==> config.mk <==
export PLATFORM = sky130hd
export DESIGN_NAME = regfile_wb_arbiter
export DESIGN_NICKNAME = d
export VERILOG_FILES = /design/src/rtl/regfile_wb_arbiter.sv
export SDC_FILE = /design/constraint.sdc
export NUM_CORES = 1
export LEC_CHECK = 0
export CORE_UTILIZATION = 34
export DETAILED_ROUTE_END_ITERATION = 10
export PLACE_DENSITY = 0.87
export SETUP_SLACK_MARGIN = 0.15
export SYNTH_ARGS = -nofsm -noshare
export SYNTH_HDL_FRONTEND = slang
export SYNTH_SLANG_ARGS = --single-unit
==> constraint.sdc <==
create_clock -name clk -period 1.6 [get_ports clk]
set_clock_uncertainty 0.1 [all_clocks]
set_input_delay 0.16 -clock clk [delete_from_list [all_inputs] [get_ports clk]]
set_output_delay 0.16 -clock clk [all_outputs]
set_load 0.02 [all_outputs]
==> src/rtl/regfile_wb_arbiter.sv <==
// Writeback arbiter: NREQ requesters compete for a single register-file write port through one output stage.
// Define RR_ARB_EN for round-robin arbitration; otherwise fixed priority applies and the lowest index wins.
module regfile_wb_arbiter #(
    parameter int NREQ    = 3,
    parameter int A_WIDTH = 5,
    parameter int D_WIDTH = 32
) (
    input  logic                    clk,
    input  logic                    rst,
    input  logic [NREQ-1:0]         req_valid,
    output logic [NREQ-1:0]         req_ready,
    input  logic [NREQ*A_WIDTH-1:0] req_addr,
    input  logic [NREQ*D_WIDTH-1:0] req_data,
    input  logic                    rf_stall,
    output logic                    rf_we,
    output logic [A_WIDTH-1:0]      rf_waddr,
    output logic [D_WIDTH-1:0]      rf_wdata,
    output logic [2**A_WIDTH-1:0]   rf_pend
);

    localparam int IDX_W = (NREQ > 1) ? $clog2(NREQ) : 1;

    logic               out_valid;
    logic [A_WIDTH-1:0] out_addr;
    logic [D_WIDTH-1:0] out_data;

    logic               stage_free;
    logic               gnt_any;
    logic [IDX_W-1:0]   gnt_idx;
    logic [NREQ-1:0]    gnt_vec;
    logic               xfer;
    logic [A_WIDTH-1:0] sel_addr;
    logic [D_WIDTH-1:0] sel_data;

    // A held write that commits this edge frees the stage, so it can drain and refill in one cycle.
    assign stage_free = !out_valid || !rf_stall;

`ifdef RR_ARB_EN
    logic [IDX_W-1:0] ptr;

    always_comb begin
        int idx;
        // NOTE: every output gets a default first, so no path leaves it unassigned and no latch is inferred.
        gnt_any = 1'b0;
        gnt_idx = '0;
        idx     = 0;
        for (int k = 0; k < NREQ; k++) begin
            idx = (int'(ptr) + k) % NREQ;
            if (!gnt_any && req_valid[idx]) begin
                gnt_any = 1'b1;
                gnt_idx = IDX_W'(idx);
            end
        end
    end

    always_ff @(posedge clk or negedge rst) begin
        if (!rst) begin
            ptr <= '0;
        end else if (xfer) begin
            ptr <= (gnt_idx == IDX_W'(NREQ - 1)) ? '0 : gnt_idx + 1'b1;
        end
    end
`else
    always_comb begin
        gnt_any = 1'b0;
        gnt_idx = '0;
        for (int k = 0; k < NREQ; k++) begin
            if (!gnt_any && req_valid[k]) begin
                gnt_any = 1'b1;
                gnt_idx = IDX_W'(k);
            end
        end
    end
`endif

    // Ready is gated by reset so no handshake can complete while the block is held in reset.
    always_comb begin
        gnt_vec = '0;
        if (rst && stage_free && gnt_any) begin
            gnt_vec[gnt_idx] = 1'b1;
        end
    end

    assign req_ready = gnt_vec;
    assign xfer      = |gnt_vec;

    always_comb begin
        sel_addr = '0;
        sel_data = '0;
        for (int k = 0; k < NREQ; k++) begin
            if (IDX_W'(k) == gnt_idx) begin
                sel_addr = req_addr[k*A_WIDTH +: A_WIDTH];
                sel_data = req_data[k*D_WIDTH +: D_WIDTH];
            end
        end
    end

    // A write to x0 is consumed but leaves the stage empty.
    always_ff @(posedge clk or negedge rst) begin
        if (!rst) begin
            // NOTE: sequential state uses non-blocking assignments so every flop samples pre-edge values.
            out_valid <= 1'b0;
            out_addr  <= '0;
            out_data  <= '0;
        end else if (xfer) begin
            out_valid <= (sel_addr != '0);
            out_addr  <= sel_addr;
            out_data  <= sel_data;
        end else if (stage_free) begin
            out_valid <= 1'b0;
        end
    end

    assign rf_we    = out_valid;
    assign rf_waddr = out_addr;
    assign rf_wdata = out_data;

    always_comb begin
        rf_pend = '0;
        if (out_valid) begin
            rf_pend[out_addr] = 1'b1;
        end
    end

endmodule

After elaboration in Yosys (flattened, before gate mapping):

Cells that the tools add are included.
Widths: inputs -> output; s select.

* magnitude comparators: 4
* eq/ne operators: 2
* muxes and demuxes: 19
* reductions and logical operators: 15

Operator list (number)
* $mux 32: 4
* $mux 5: 3
* $mux 1: 8
* $logic_and 1x1->1: 6
* $lt 5x6->1 const B: 1
* $demux 1 s5: 1
* $ge 5x1->1 const B: 1
* $reduce_bool 5->1: 1
* $logic_not 1->1: 4
* $lt 2x3->1 const B: 1
* $mux 3: 1
* $reduce_or 3->1: 1
* $demux 1 s2: 1
* $eq 1x2->1 const A: 1
* $eq 2x2->1 const A: 1
* $ge 2x1->1 const B: 1
* $logic_not 2->1: 1
* $mux 2: 1
* $reduce_bool 2->1: 1
* $logic_or 1x1->1: 1

* register bits after elaboration: 38
* output and inout bits: 73

Logic depth before layout (Yosys ltp):

Gate-level depths: netlist (run 1).

* depth in word-level cells: 14
* mapped depth: 7
* gate-level depth less buffers: 5

Worst setup path after synthesis (run 1):

No wires, ideal clock.

* kind: register to output
* start: reg out_valid, in the netlist rf_we
* end: out rf_pend[0]
* arrival time: 1435 ps
* path slack: -95 ps
* cell stages (with the launch flop): 4
* path buffers: 1
* cells stage by stage: dfrtp_1 or3b_2 clkbuf_1 nor2_1

* longest elaborated chain between the ends: 1

RTL lines
* from (decl): RTL line 23 `logic out_valid;`
* from (signal assigned): RTL line 106 `out_valid <= (sel_addr != '0);`
* $mux 32: RTL line 120 `if (out_valid) begin`
* to (decl): RTL line 18 `output logic [2**A_WIDTH-1:0] rf_pend`

No other way between the ends.

Worst setup path in the final report (run 1):

* start: reg out_addr[4], in the netlist rf_waddr[4]
* end: out rf_pend[13]

* longest elaborated chain between the ends: 5
* elaborated cells on any way between the ends: 6

RTL lines
* from (decl): RTL line 24 `logic [A_WIDTH-1:0] out_addr;`
* from (signal assigned): RTL line 107 `out_addr <= sel_addr;`
* $lt 5x6->1 (implied by the code) or $ge 5x1->1 (tied branches): RTL line 121 `rf_pend[out_addr] = 1'b1;`
* $logic_and 1x1->1 (implied by the code): RTL line 121
* $mux 1 (implied by the code): RTL line 121
* $demux 1 s5 *: RTL line 121
* $mux 32 *: RTL line 120

Every way passes the cells marked *; elsewhere a longest branch is shown, timed or not.

==> results_dict.tcl, run 1 <==
set metrics [dict create \
    antenna_found_initial 0 \
    cap_violations 0 \
    start_kind "flop" \
    routed_via_density 5.036 \
    violations "setup timing" \
    synth_area_leaders "dfrtp_1, mux2i_1, nor2_1" \
    peakVddDrop_mv 0.3670 \
    areaGrowthSynthToFinish_pct 120.4 \
    rsz0062_at_grt "yes" \
    synth_ff_type "dfrtp_1" \
    finalCritPeriodShare_pct 113.1 \
    fin_cells 633 \
    ant_nets 0 \
    gp_congestion 0.7498 \
    ys_ff_latch 38 \
    slew_violations 0 \
    period_minus_slack_ns 1.810 \
    drt-pass1-iter-count 4 \
    crit_fanout 5 \
    die_area_um2 7790 \
    cts_max_path_buffers 2 \
    p_leak_nw 2.413 \
    syn_avg_cell_area_um2 8.377 \
    grt_pass1_wl_mm 14.95 \
    tns_ns -4.397 \
    placed_cells 602 \
    syn_inst 302 \
    synth_top_cell_area_share_pct 37.59 \
    setup_violations 32 \
    grt_pass1_vias 3063 \
    routed_wl_mm 11.11 \
    slew_headroom_pct 71.62 \
    drive_above_1_share_pct 39.33 \
    power_mw 4.265 \
    final_common_cell "clkdlybuf4s50_1" \
    grt_usage_pct 25.15 \
    hold_violations 0 \
    netlist_area_um2 2530 \
    ys_warn_count 0 \
    clk_pin_slew_ns 0.07 \
    critPathMaxStageDelay_ns 0.44 \
    io_pins 190 \
    ys_async_sr_fraction_pct 100.0 \
    synth-edff-count 0 \
    diodes 0 \
    core_um2 7214 \
    cts_root_buf "clkbuf_8" \
    hp-class "input pin to flop" \
    fillCellCount 476 \
    rows 31 \
    synth_cell_type_count 35 \
    cts.sinks 38 \
    drcViolationCount 0 \
    crit_arrival_ns 1.55 \
    io_buffers 189 \
    p_per_area_nw_per_um2 765.0 \
    first_iter_violations 60 \
    tightestPinTransition_ns 0.4224 \
    dp_hpwl_mm 7.125 \
    synth.net_count 419 \
    path_cells "buf_6 > nand3b_1 > nor2_1 > buf_4" \
    numCtsBuffers 5 \
    fp.dieH_um 88.26 \
    vias 3188 \
    wl_per_cell_um 17.55 \
    yosys.area.top_type "dfrtp_1" \
    synth_seq_area_share_pct 37.59 \
    overflow 0 \
    critPathCaptureType "primary output" \
    cts_tree "built" \
    worst_slack_ns -0.2099 \
    cp_slowest_cell "dfrtp_1" \
    initial_core_util_pct 35.07 \
    cts_max_level 2 \
    clock.fmax_mhz 552.5 \
    fin_nets 650 \
    final_cell_mix "clkdlybuf4s50_1, buf_6, nor2_1" \
    status "finished with violations" \
    clock_latency_ns 0.28 \
    die_x_um 88.26 \
    required_ns 1.34 \
    grt_max_degree 29 \
    critPathKind "flop to primary output" \
]
-- power breakdown --
part / internal, mW / leakage (nW) / switching [mW]
logic: 1.12 / 1.90 / 1.12
clock network: 0.348 / 0.0482 / 0.351
registers: 1.15 / 0.463 / 0.180
-- critical path, delay by kind of cell, from the launching register on --
kind | cells | cell delay (ns)
buf+inv | 2 | 0.33
simple gates | 2 | 0.49
flops | 1 | 0.44
-- metal layers --
layer	global-route usage, %	vias to the layer above	share of wire [%]	wire (um)
li1	-	1504	-	-
met1	26.13	1515	36	3979
met2	49.09	143	55	6079
met3	6.063	26	6.9	767
met4	8.211	0	2.5	279
met5	0	-	0	0
-- sequential cells by signal, indices dropped and copies added (netlist names) --
signal and flops:
rf_we 1, rf_wdata 32, rf_waddr 5
-- synth_stat cells (2+ instances only) --
| cell type | number |
|---|---|
| nand2_1 | 39 |
| mux2i_1 | 33 |
| clkbuf_8 | 2 |
| nand3_1 | 2 |
| dfrtp_1 | 38 |
| o21ai_1 | 34 |
| a21oi_1 | 33 |
| inv_1 | 2 |
| nor3_1 | 2 |
| buf_4 | 3 |
| nand2b_1 | 2 |
| buf_12 | 5 |
| nor2_1 | 67 |
| clkbuf_1 | 9 |
| nand3b_1 | 5 |
| or3b_1 | 2 |
| mux2_2 | 2 |
| and3_1 | 3 |
| o21ai_0 | 2 |
| buf_6 | 2 |
-- logic make-up (layout without fill, tap and decap cells) --
group / count (synthesis) / count (layout) / synth area share, %
AND/OR/NAND/NOR: 127 / 127 / 22.16
AO/OA/AOI/OAI: 77 / 77 / 17.21
flip-flops: 38 / 38 / 37.59
multiplexers: 36 / 36 / 14.39
buffers and inverters: 24 / 256 / 8.655
-- final cells by class --
type / instances / area (um2) / area share [%]
well taps: 99 / 123.9 / 2.222
multi-input cells: 240 / 1883 / 33.77
repair buffers: 246 / 2512 / 45.06
inverters: 2 / 7.507 / 0.1346
clock buffers: 7 / 86.33 / 1.548
clock inverters: 1 / 5.005 / 0.08977
flip-flops and latches: 38 / 957.2 / 17.17
-- stage by stage --
| stage | hold slack [ns] | setup slack (ns) | util, % | instance area, um2 |
|---|---|---|---|---|
| 2_1_floorplan | -0.2356 | 0.06739 | - | 2720 |
| 3_3_place_gp | -0.08602 | -0.4575 | 66.27 | 4781 |
| 3_5_place_dp | -0.08325 | -0.4737 | 66.27 | 4781 |
| 4_1_cts | 0.2289 | -0.1635 | 71.44 | 5154 |
| 5_1_grt | 0.2573 | -0.2657 | 77.28 | 5575 |
| 6_report | 0.2454 | -0.2099 | 77.28 | 5575 |
-- what timing repair did --
item / in CTS / in global routing
gates cloned: 2 / 3
gates resized for setup: 286 / 101
setup endpoints to repair: 111 / 74
pin swaps: 13 / 6
buffers inserted: 13 / 4
hold buffers: 1 / 0
hold endpoints to repair: 38 / 0
-- worst paths after layout --
kind,end,startpoint,cells after the start,slack (ns)
worst max-delay path,rf_pend[13],rf_waddr[4],4,-0.21
worst min-delay path,rf_waddr[3],rst,4,0.25
worst max register to register,rf_wdata[27],rf_we,7,0.12
worst min register to register,rf_wdata[3],rf_wdata[3],2,0.38
max in group asynchronous,rf_wdata[12],rst,3,0.51
min in group asynchronous,rf_wdata[2],rst,2,0.27
Note: power is estimated with default switching activity, not from simulation.
==> inputs of run 2 (changes only) <==
Settings changed: SLEW_MARGIN from default to 20.
==> results of run 2 <==
The final DEF is identical to that of run 1; final timing and power are the same.
==> inputs of run 3 (changes only) <==
Settings changed: SLEW_MARGIN 20 to default.
==> results of run 3 <==
The final DEF is identical to that of run 1; final timing and power are the same.
